## config.mk

```make
export PLATFORM = sky130hd
export DESIGN_NAME = defl_router_pipe
export DESIGN_NICKNAME = d
export VERILOG_FILES = /design/src/rtl/defl_pkg.sv /design/src/rtl/defl_age_sort.sv /design/src/rtl/defl_router_pipe.sv
export SDC_FILE = /design/constraint.sdc
export NUM_CORES = 1
export LEC_CHECK = 0
export CELL_PAD_IN_SITES_DETAIL_PLACEMENT = 0
export CELL_PAD_IN_SITES_GLOBAL_PLACEMENT = 2
export CORE_ASPECT_RATIO = 1.4
export CORE_UTILIZATION = 40
export DETAILED_ROUTE_END_ITERATION = 7
export DONT_BUFFER_PORTS = 1
export PLACE_DENSITY_LB_ADDON = 0.1
export SLEW_MARGIN = 0
export SYNTH_ARGS = -nofsm -noshare
export SYNTH_HDL_FRONTEND = slang
export SYNTH_HIERARCHICAL = 1
export SYNTH_SLANG_ARGS = --single-unit
```

## constraint.sdc

```tcl
create_clock -name clk -period 25.8 [get_ports clk]
set_input_delay 2.58 -clock clk [delete_from_list [all_inputs] [get_ports clk]]
set_output_delay 2.58 -clock clk [all_outputs]
set_load 0.01 [all_outputs]
```

## src/rtl/defl_pkg.sv

```systemverilog
// Shared constants and helpers for the deflection router pipeline.
package defl_pkg;

  // Input / service slot indices; the network slots also index output ports.
  localparam int P_N = 0;
  localparam int P_E = 1;
  localparam int P_S = 2;
  localparam int P_W = 3;
  localparam int P_L = 4;

  localparam int NUM_NET = 4;
  localparam int NUM_IN  = 5;

  // Productive-direction code meaning "this node, no network port".
  localparam logic [2:0] DIR_NONE = 3'd4;

  // Flit field LSB positions; layout MSB..LSB is valid, age, dx, dy, payload.
  function automatic int age_lsb(input int flit_w, input int age_w);
    return flit_w - 1 - age_w;
  endfunction

  function automatic int dx_lsb(input int flit_w, input int age_w, input int x_w);
    return flit_w - 1 - age_w - x_w;
  endfunction

  function automatic int dy_lsb(input int flit_w, input int age_w, input int x_w,
                                input int y_w);
    return flit_w - 1 - age_w - x_w - y_w;
  endfunction

  // Number of enabled output ports in a {W,S,E,N} mask.
  function automatic int popcount4(input logic [3:0] mask);
    int n;
    n = 0;
    for (int i = 0; i < 4; i++) begin
      if (mask[i]) n = n + 1;
    end
    return n;
  endfunction

  // True when age a is strictly older than age b.
  function automatic logic age_older(input int unsigned a, input int unsigned b);
    return a > b;
  endfunction

  // X is resolved before Y; coordinates never wrap.
  function automatic logic [2:0] prod_dir(input int unsigned dx, input int unsigned dy,
                                          input int unsigned my_x, input int unsigned my_y);
    logic [2:0] d;
    if (dx > my_x)      d = 3'(P_E);
    else if (dx < my_x) d = 3'(P_W);
    else if (dy > my_y) d = 3'(P_N);
    else if (dy < my_y) d = 3'(P_S);
    else                d = DIR_NONE;
    return d;
  endfunction

  // Age + 1, clamped to the largest value an age_w-bit field holds.
  function automatic int unsigned age_sat_inc(input int unsigned age, input int unsigned age_w);
    int unsigned max_age;
    max_age = (32'd1 << age_w) - 32'd1;
    return (age >= max_age) ? max_age : age + 32'd1;
  endfunction

endpackage

```

## src/rtl/defl_age_sort.sv

```systemverilog
// Combinational stable sort of five slots by descending age.
// order_o[k] is the slot serviced k-th; equal ages keep slot order N,E,S,W,L.
module defl_age_sort
  import defl_pkg::*;
#(
  parameter int AGE_W = 3
) (
  input  logic [AGE_W-1:0] age_i   [NUM_IN],
  output logic [2:0]       order_o [NUM_IN]
);

  logic [2:0] pos [NUM_IN];

  // Rank each slot by counting the slots that must precede it, then scatter.
  always_comb begin
    for (int i = 0; i < NUM_IN; i++) begin
      pos[i] = '0;
      for (int j = 0; j < NUM_IN; j++) begin
        if (j != i) begin
          if (age_older(32'(age_i[j]), 32'(age_i[i])) ||
              ((age_i[j] == age_i[i]) && (j < i))) begin
            pos[i] = pos[i] + 3'd1;
          end
        end
      end
    end
    for (int i = 0; i < NUM_IN; i++) order_o[i] = '0;
    for (int i = 0; i < NUM_IN; i++) order_o[pos[i]] = 3'(i);
  end

endmodule

```

## src/rtl/defl_router_pipe.sv

```systemverilog
// Registered 5-port bufferless deflection router: eject one local flit,
// allocate every other flit (plus an optional injection) to a distinct
// enabled output oldest-first, and count deflections.
//
// Local injection handshake: lin carries its own valid bit; lin_ready is
// combinational and, when high in a cycle with lin valid, the flit is taken
// at that clock edge. While lin_ready is low the source holds lin unchanged.
module defl_router_pipe
  import defl_pkg::*;
#(
  parameter int         FLIT_W  = 10,
  parameter int         AGE_W   = 3,
  parameter int         X_W     = 2,
  parameter int         Y_W     = 2,
  parameter int         MY_X    = 1,
  parameter int         MY_Y    = 1,
  parameter logic [3:0] PORT_EN = 4'b1111,
  parameter int         CNT_W   = 16
) (
  input  logic              clk,
  input  logic              rst_n,
  input  logic [FLIT_W-1:0] nin,
  input  logic [FLIT_W-1:0] sin,
  input  logic [FLIT_W-1:0] ein,
  input  logic [FLIT_W-1:0] win,
  input  logic [FLIT_W-1:0] lin,
  output logic              lin_ready,
  output logic [FLIT_W-1:0] nout,
  output logic [FLIT_W-1:0] sout,
  output logic [FLIT_W-1:0] eout,
  output logic [FLIT_W-1:0] wout,
  output logic [FLIT_W-1:0] lout,
  output logic [CNT_W-1:0]  defl_cnt
);

  localparam int         AGE_LSB = age_lsb(FLIT_W, AGE_W);
  localparam int         DX_LSB  = dx_lsb(FLIT_W, AGE_W, X_W);
  localparam int         DY_LSB  = dy_lsb(FLIT_W, AGE_W, X_W, Y_W);
  localparam logic [2:0] EN_CNT  = 3'(popcount4(PORT_EN));

  typedef logic [FLIT_W-1:0] flit_t;

  flit_t            in_f   [NUM_IN];
  logic             in_v   [NUM_IN];
  logic [AGE_W-1:0] in_age [NUM_IN];
  logic [X_W-1:0]   in_dx  [NUM_IN];
  logic [Y_W-1:0]   in_dy  [NUM_IN];

  logic             ej_hit;
  logic [1:0]       ej_idx;
  logic [AGE_W-1:0] ej_age;
  logic [2:0]       rem_cnt;
  logic             cand_v [NUM_IN];

  logic [2:0]       order [NUM_IN];
  logic [3:0]       busy;
  logic [2:0]       sel;
  logic [2:0]       dir;
  logic [1:0]       got_port;
  logic             granted;
  logic             is_defl;
  flit_t            tmp_f;
  logic [2:0]       defl_n;

  flit_t            out_d [NUM_NET];
  flit_t            out_q [NUM_NET];
  flit_t            lout_d, lout_q;
  logic [CNT_W+2:0] cnt_sum;
  logic [CNT_W-1:0] cnt_d, cnt_q;

  // Mask disabled network inputs and split every slot into its fields.
  always_comb begin
    in_f[P_N] = PORT_EN[P_N] ? nin : '0;
    in_f[P_E] = PORT_EN[P_E] ? ein : '0;
    in_f[P_S] = PORT_EN[P_S] ? sin : '0;
    in_f[P_W] = PORT_EN[P_W] ? win : '0;
    in_f[P_L] = lin;
    for (int i = 0; i < NUM_IN; i++) begin
      in_v[i]   = in_f[i][FLIT_W-1];
      in_age[i] = in_f[i][AGE_LSB +: AGE_W];
      in_dx[i]  = in_f[i][DX_LSB +: X_W];
      in_dy[i]  = in_f[i][DY_LSB +: Y_W];
    end
  end

  // Pick the oldest local-destined network flit for ejection, then gate injection.
  always_comb begin
    ej_hit  = 1'b0;
    ej_idx  = '0;
    ej_age  = '0;
    rem_cnt = '0;
    for (int i = 0; i < NUM_NET; i++) begin
      if (in_v[i] && (in_dx[i] == X_W'(MY_X)) && (in_dy[i] == Y_W'(MY_Y)) &&
          (!ej_hit || age_older(32'(in_age[i]), 32'(ej_age)))) begin
        ej_hit = 1'b1;
        ej_idx = 2'(i);
        ej_age = in_age[i];
      end
    end
    for (int i = 0; i < NUM_NET; i++) begin
      cand_v[i] = in_v[i] && !(ej_hit && (ej_idx == 2'(i)));
      if (cand_v[i]) rem_cnt = rem_cnt + 3'd1;
    end
    lin_ready     = rst_n && in_v[P_L] && (rem_cnt < EN_CNT);
    cand_v[P_L]   = lin_ready;
    lout_d        = ej_hit ? in_f[ej_idx] : '0;
  end

  defl_age_sort #(
    .AGE_W (AGE_W)
  ) u_sort (
    .age_i   (in_age),
    .order_o (order)
  );

  // Walk the service order; productive port if free, else first free port.
  always_comb begin
    busy     = ~PORT_EN;
    defl_n   = '0;
    sel      = '0;
    dir      = DIR_NONE;
    got_port = '0;
    granted  = 1'b0;
    is_defl  = 1'b0;
    tmp_f    = '0;
    for (int p = 0; p < NUM_NET; p++) out_d[p] = '0;
    for (int k = 0; k < NUM_IN; k++) begin
      sel = order[k];
      if (cand_v[sel]) begin
        dir      = prod_dir(32'(in_dx[sel]), 32'(in_dy[sel]), 32'(MY_X), 32'(MY_Y));
        granted  = 1'b0;
        got_port = '0;
        is_defl  = 1'b0;
        if ((dir != DIR_NONE) && !busy[dir[1:0]]) begin
          got_port = dir[1:0];
          granted  = 1'b1;
        end else begin
          is_defl = 1'b1;
          for (int p = 0; p < NUM_NET; p++) begin
            if (!granted && !busy[p]) begin
              got_port = 2'(p);
              granted  = 1'b1;
            end
          end
        end
        tmp_f = in_f[sel];
        if (is_defl) begin
          tmp_f[AGE_LSB +: AGE_W] = AGE_W'(age_sat_inc(32'(in_age[sel]), 32'(AGE_W)));
        end
        if (granted) begin
          busy[got_port]  = 1'b1;
          out_d[got_port] = tmp_f;
          defl_n          = defl_n + {2'b00, is_defl};
        end
      end
    end
  end

  // Saturating accumulation of this cycle's deflections.
  always_comb begin
    cnt_sum = {3'b000, cnt_q} + (CNT_W+3)'(defl_n);
    if (|cnt_sum[CNT_W+2:CNT_W]) cnt_d = '1;
    else                         cnt_d = cnt_sum[CNT_W-1:0];
  end

  // Output and counter registers; reset drops any in-flight flits.
  always_ff @(posedge clk) begin
    if (!rst_n) begin
      for (int p = 0; p < NUM_NET; p++) out_q[p] <= '0;
      lout_q <= '0;
      cnt_q  <= '0;
    end else begin
      for (int p = 0; p < NUM_NET; p++) out_q[p] <= out_d[p];
      lout_q <= lout_d;
      cnt_q  <= cnt_d;
    end
  end

  assign nout     = out_q[P_N];
  assign eout     = out_q[P_E];
  assign sout     = out_q[P_S];
  assign wout     = out_q[P_W];
  assign lout     = lout_q;
  assign defl_cnt = cnt_q;

endmodule

```

Yosys cells after proc, flatten, opt, wreduce, memory -nomap -nowiden --
Memories as Yosys holds them, arrays and structs flattened. Cells that the tools add are included.
Operators by class: eq/ne operators 26, magnitude comparators 82, reduce and logical (&&, ||, !) cells 103, $add $sub $neg 25, bitwise gates (word level) 31, muxes and demuxes 307
Operators by type and width (number):
- 2-to-1 mux 40 bit | 10
- 2-to-1 mux 3 bit | 79
- 2-to-1 mux 10 bit | 21
- binary-select mux 10 bit (select 3 bit) | 6
- bitwise mux 40 bit | 4
- demux 10 bit (select 2 bit) | 5
- 2-to-1 mux 1 bit | 98
- 2-to-1 mux 2 bit | 42
- binary-select mux 2 bit (select 3 bit) | 10
- adder 3 x 1 -> 3 bit (second input constant) | 19
- > comparator 3 bit | 19
- logical AND 1 bit | 51
- binary-select mux 3 bit (select 3 bit) | 5
- bitwise AND 40 bit | 1
- demux 3 bit (select 3 bit) | 4
- greater-or-equal comparator 4 bit (second input constant) | 9
- logical NOT 1 bit | 36
- NOT 3 -> 4 bit | 9
- 2-to-1 mux 4 bit | 8
- equality test 3 bit | 10
- greater-or-equal comparator 3 bit (second input constant) | 10
- < comparator 2 x 3 -> 1 bit (second input constant) | 9
- > comparator 2 x 1 -> 1 bit (second input constant) | 10
- < comparator 2 x 1 -> 1 bit (second input constant) | 10
- other kinds (29) | 89
Word-level totals: output and inout bits 67, input port bits 52, bits in writable memories 40, memories 1, logic and storage cells 577, register bits 26
Memory list:
- out_q | words 4, bits a word 10, read ports 4, clocked after memory_dff 0, wr ports 4, RTL line defl_router_pipe.sv:66 | flit_t out_q [NUM_NET];

Depth between registers and ports, before layout --
depth after elaboration 162, depth in mapped cells 56, depth with buffers taken out 51

Cells and area by module --
Netlist, hierarchy kept.
By module, submodules not included:
- defl_router_pipe | times used 1, area each 7325.8 µm², cells an instance 965, sequential area each 1321.3 µm²
- defl_age_sort | times used 1, area each 1784.2 µm², cells an instance 231, sequential area each 0.0 µm²

Worst setup path after synthesis --
Ideal clock, no wire load.
path kind input port to flip-flop, from input nin[3], to register cnt_q[11] (netlist: defl_cnt[11]), setup time 134 ps, data arrival time 12612 ps, buffers on the path 7, data required time 25666 ps, slack 13054 ps, cell stages on the path 52, cells stage by stage and4bb_2 and2_1 nand2_1 ha_1 and3_1 a21oi_1 o21a_1 buf_2 nor2_1 a22oi_1 ha_1 a211oi_1 a2bb2oi_1 or2_2 clkbuf_1 nand2_1 o21ai_0 ha_1 [16 not listed] a211oi_2 nor2_2 o221ai_2 clkbuf_1 ha_1 mux2_2 ha_1 ha_1 mux2_2 ha_1 a21o_1 a21oi_1 nor2_1 and3_1 clkbuf_1 nand3_1 xor2_1 a21oi_1
Between the ends: longest elaborated chain between the ends 130, elaborated cells on any way between the ends 298, classes of those cells 8 x add/sub; 22 x order compare; 9 x eq/ne; 181 x mux; 3 x bitwise; 75 x reduce/logical
RTL lines:
- start: declaration | RTL line defl_router_pipe.sv:22 | input logic [FLIT_W-1:0] nin,
- equality test 2 x 1 -> 1 bit * | RTL line defl_router_pipe.sv:93 | if (in_v[i] && (in_dx[i] == X_W'(MY_X)) && (in_dy[i] == Y_W'(MY_Y)) &&
- logical AND 1 bit * | RTL line defl_router_pipe.sv:93
- 2-to-1 mux 3 bit or 2-to-1 mux 1 bit (tied branches) | RTL line defl_router_pipe.sv:93
- > comparator 3 bit or logical NOT 1 bit (tied branches) | RTL line defl_pkg.sv:43, defl_router_pipe.sv:94
- logical OR 1 bit | RTL line defl_router_pipe.sv:94 | (!ej_hit || age_older(32'(in_age[i]), 32'(ej_age)))) begin
- logical AND 1 bit | RTL line defl_router_pipe.sv:93
- 2-to-1 mux 3 bit or 2-to-1 mux 1 bit (tied branches) | RTL line defl_router_pipe.sv:93
- > comparator 3 bit or logical NOT 1 bit (tied branches) | RTL line defl_pkg.sv:43, defl_router_pipe.sv:94
- [20 not listed]
- net lin_ready | RTL line defl_router_pipe.sv:27 | output logic lin_ready,
- [94 not listed]
- 2-to-1 mux 1 bit | RTL line defl_router_pipe.sv:140 | if (!granted && !busy[p]) begin
- 2-to-1 mux 1 bit | RTL line defl_router_pipe.sv:134 | if ((dir != DIR_NONE) && !busy[dir[1:0]]) begin
- 2-to-1 mux 1 bit | RTL line defl_router_pipe.sv:129 | if (cand_v[sel]) begin
- 2-to-1 mux 3 bit | RTL line defl_router_pipe.sv:150 | if (granted) begin
- 2-to-1 mux 3 bit * | RTL line defl_router_pipe.sv:129
- adder 16 x 3 -> 17 bit * | RTL line defl_router_pipe.sv:161 | cnt_sum = {3'b000, cnt_q} + (CNT_W+3)'(defl_n);
- OR reduction 3 bit | RTL line defl_router_pipe.sv:162 | if (|cnt_sum[CNT_W+2:CNT_W]) cnt_d = '1;
- 2-to-1 mux 16 bit * | RTL line defl_router_pipe.sv:162
- end signal: assignment | RTL line defl_router_pipe.sv:175 | cnt_q <= cnt_d;
- end: declaration | RTL line defl_router_pipe.sv:69 | logic [CNT_W-1:0] cnt_d, cnt_q;
Mark *: on every way through the listed nets, which the timed path passes. The rest lies on a longest branch. The select of a mux whose other input is x is not followed. A chain may end at the register's enable or synchronous reset.

Worst setup path after layout --
from input nin[3], to register cnt_q[6] (netlist: defl_cnt[6])
Same word-level chain as after synthesis.

==> metrics.log <==
[metrics] DRC: 0
[metrics] Area Overhead vs Synth: 6.94%
[metrics] Top delay family on crit path: compound AO/OA/AOI/OAI gates
[metrics] async set-or-reset flop fraction in the synthesized netlist: 0
[metrics] total clock buffers created by CTS: 9
[metrics] Detail Route met2 WL: 18.6 mm
[metrics] Max-cap violations: 0
[metrics] number of failing setup endpoints in the final timing report: 0
[metrics] die extent in x: 130 µm
[metrics] CP max stage delay: 610 ps
[metrics] Worst VDD drop: 0.110 mV
[metrics] Final Skew: 4.31 ps
[metrics] clock period minus final worst setup slack: 14030 ps
[metrics] Worst Max-Slew Pin Slew: 1130 ps
[metrics] Diodes inserted: 0
[metrics] leakage power: 0.00382 µW
[metrics] final sum of negative setup slack: 0 ps
[metrics] required time of the critical path: 26090 ps
[metrics] number of distinct library cells after synthesis: 105
[metrics] clock tree from TritonCTS: built
[metrics] setup repair after global routing missed its margin: no
[metrics] cell seen most often among critical-path stages: sky130_fd_sc_hd__ha_1
[metrics] post-synth top area cell: sky130_fd_sc_hd__dfxtp_1
[metrics] FP Rows: 65
[metrics] crit path max fanout: 14
[metrics] Cell Pwr Density: 174 nW/µm²
[metrics] most instantiated library cell after synthesis: sky130_fd_sc_hd__nor2_1
[metrics] number of enable flip-flop cells after synthesis: 0
[metrics] Synthesis Warnings: 6
[metrics] DRT Pass-1 Iters: 5
[metrics] minimum hold slack: 602 ps
[metrics] data arrival time of the critical path: 14320 ps
[metrics] capture instance of the worst register-to-register path: defl_cnt[6]$_SDFF_PN0_
[metrics] post-route fraction of the period consumed by the critical path: 0.544
[metrics] Antenna Nets Post-Route: 0
[metrics] Post-synth top cells: sky130_fd_sc_hd__nor2_1 (126), sky130_fd_sc_hd__a21oi_1 (86), sky130_fd_sc_hd__mux2i_1 (82), sky130_fd_sc_hd__ha_1 (73), sky130_fd_sc_hd__nand2_1 (73)
[metrics] clock sink count: 66
[metrics] register-to-register path setup slack: 23310 ps
[metrics] highest metal layer used by the detailed router: met4
[metrics] area used by sequential logic in the layout: 1320 µm²
[metrics] register bit count reported by yosys: 66
[metrics] Hold Crit Depth: 2
[metrics] net total in the final layout: 1297
[metrics] cts repair resizes: 0
[metrics] Min-Delay Startpoint: defl_cnt[14]$_SDFF_PN0_
[metrics] max-slew violations: 0
[metrics] buffer levels on the longest clock path: 2
[metrics] filler instances: 2394
[metrics] per-instance average area after synthesis: 7.62 µm²
[metrics] count of input and output buffers: 0
[metrics] wire length of the first global-routing pass: 55.4 mm
[metrics] average vias per placed instance: 6.48
[metrics] hold_buf cts: 0
[metrics] Mapped Cells: 1196
[metrics] Top FF cell, synth: sky130_fd_sc_hd__dfxtp_1
[metrics] Buffers & Inverters on Critical Path: 2
[metrics] worst slew margin relative to its limit: 0.248
[metrics] number of setup buffers added after CTS: 0
[metrics] sum of routed wire length over all layers: 36.7 mm
[metrics] master cell of the clock root buffer: sky130_fd_sc_hd__clkbuf_16
[metrics] vertical extent of the die: 181 µm
[metrics] Startpoint Class: primary input
[metrics] Clock transition at path regs: 60 ps
[metrics] Starting DRT DRC Count: 542
[metrics] main area contributors after synthesis: sky130_fd_sc_hd__dfxtp_1 (15%), sky130_fd_sc_hd__ha_1 (10%), sky130_fd_sc_hd__mux2i_1 (9.0%)
[metrics] depth of the CTS H-tree: 3
[metrics] highest clock frequency the design can meet: 71.3 MHz
[metrics] total vias in the final route: 9573
[metrics] sum of overflow across all layers after global routing: 0
[metrics] Starting Density: 0.406
[metrics] category of the worst setup path capture point: flip-flop
[metrics] pin count of the biggest net entering global routing: 36
[metrics] fraction of final layout cells with drive strength greater than 1: 0.0961
[metrics] antenna violations before repair: 1
[metrics] detailed-routed wire length on met3: 1.74 mm
[metrics] count of cells along the worst register-to-register path: 9
[metrics] source of the worst register-to-register timing path: defl_cnt[0]$_SDFF_PN0_
[metrics] hold violation total from the final report: 0
[metrics] multi-input gate area in the final layout: 7370 µm²
[metrics] GRT Resource Usage Total: 0.315
[metrics] Met1 Wirelength: 14.0 mm
[metrics] vias in the first global route: 9329
[metrics] share of the synthesized area in the top cell type: 0.145
[metrics] Std-Cell Core Area: 22400 µm²
[metrics] DP HPWL: 28.9 mm
[metrics] post-DR wirelength/cell: 24.9 µm
[metrics] proportion of synthesized chip area in sequential cells: 0.145
[metrics] slowest library cell on the worst path: sky130_fd_sc_hd__o41ai_2
[metrics] Top Ports: 119
[metrics] worst skew pair latency: 350 ps
[metrics] hold-critical path endpoint: defl_cnt[14]$_SDFF_PN0_
[metrics] result of the run: finished clean
[metrics] Hold/Removal Path Class: reg2reg
[metrics] cell area after synthesis: 9110 µm²
[metrics] category of the most critical setup path: in2reg
[metrics] area enclosed by the die boundary: 23400 µm²
[metrics] Final GP Congestion: 0.939
==> metrics by stage <==
| step | setup WS, ps | cells | area, µm² | total power [µW] | utilization |
|---|---|---|---|---|---|
| final | 11770 | 1477 | 9740 | 1690 | 0.434 |
| after global routing | 10920 | 1477 | 9740 | 1820 | 0.434 |
| after CTS | 11810 | 1477 | 9740 | 1670 | 0.434 |
| after detailed placement | 11470 | 1461 | 9420 | 1530 | 0.420 |
| after global placement | 11750 | 1461 | 9420 | 1540 | 0.420 |
| after floorplan | 13050 | 1197 | 9110 | 1150 | - |
==> tightest hold or removal path, cell delays in order, from the launching register on <==
cell and delay (ps):
sky130_fd_sc_hd__dfxtp_1 360, sky130_fd_sc_hd__nand2b_1 90, sky130_fd_sc_hd__o311a_1 130
==> where the power goes <==
group | internal (µW) | switching [µW] | leakage (µW)
registers | 124 | 14.4 | 0.000538
logic | 481 | 940 | 0.00312
clock network | 86.8 | 46.5 | 0.000156
==> worst max path at each step <==
stage                start                       to  cells after the start
floorplan           nin[3]  defl_cnt[11]$_SDFF_PN0_                     52
global placement    nin[3]   defl_cnt[6]$_SDFF_PN0_                     45
detailed placement  nin[3]   defl_cnt[6]$_SDFF_PN0_                     46
CTS                 nin[3]   defl_cnt[6]$_SDFF_PN0_                     46
global route        nin[3]   defl_cnt[6]$_SDFF_PN0_                     47
finish              nin[3]   defl_cnt[6]$_SDFF_PN0_                     46
==> state kept, by name, summed over array words and instances (netlist names) <==
register,cells
defl_cnt,16
out_q,40
lout,10
==> layer usage <==
metal / GRT usage / up-vias
met5: 0 / -
met3: 0.0540 / 118
met4: 0.195 / 0
met1: 0.335 / 4569
met2: 0.566 / 365
li1: - / 4521
==> cells by family after synthesis <==
kind of cell	share of synthesized area
buf+inv	0.0500
fa+ha+maj	0.102
flops	0.145
xor+xnor	0.0266
compound gates	0.357
mux	0.123
other cells	0.000412
simple gates	0.196
==> cell usage in the layout, fill, tap and decap left out, drive strengths merged, types with 8 or more instances in the layout <==
| cell type | synthesis | final |
|---|---|---|
| nor2 | 130 | 130 |
| a21oi | 93 | 93 |
| mux2i | 83 | 83 |
| nand2 | 74 | 74 |
| ha | 73 | 73 |
| o21ai | 70 | 70 |
| dfxtp | 66 | 66 |
| inv | 64 | 64 |
| o22ai | 56 | 56 |
| nand3 | 38 | 38 |
| nor3 | 23 | 23 |
| o22a | 22 | 22 |
| a21o | 22 | 22 |
| nand2b | 21 | 21 |
| a211oi | 19 | 19 |
| and3 | 16 | 16 |
| a22oi | 16 | 16 |
| buf | 18 | 14 |
| xor2 | 14 | 14 |
| o21a | 13 | 13 |
| nor2b | 13 | 13 |
| o221ai | 13 | 13 |
| xnor2 | 12 | 12 |
| mux2 | 11 | 11 |
| a22o | 11 | 11 |
| clkbuf | 33 | 11 |
| o2bb2ai | 11 | 11 |
| and2 | 10 | 10 |
| o211ai | 9 | 9 |
| a221oi | 9 | 9 |
| a31o | 9 | 9 |
| a31oi | 8 | 8 |
| or2 | 8 | 8 |
==> area by class of cell <==
| class | count | share of cell area |
|---|---|---|
| multi-input cells | 1015 | 0.757 |
| repair buffers | 14 | 0.0108 |
| inverters | 65 | 0.0250 |
| flip-flops and latches | 66 | 0.136 |
| well taps | 301 | 0.0387 |
| clock buffers | 11 | 0.0249 |
| clock inverters | 5 | 0.00796 |
Note: power is estimated with default switching activity, not from simulation.
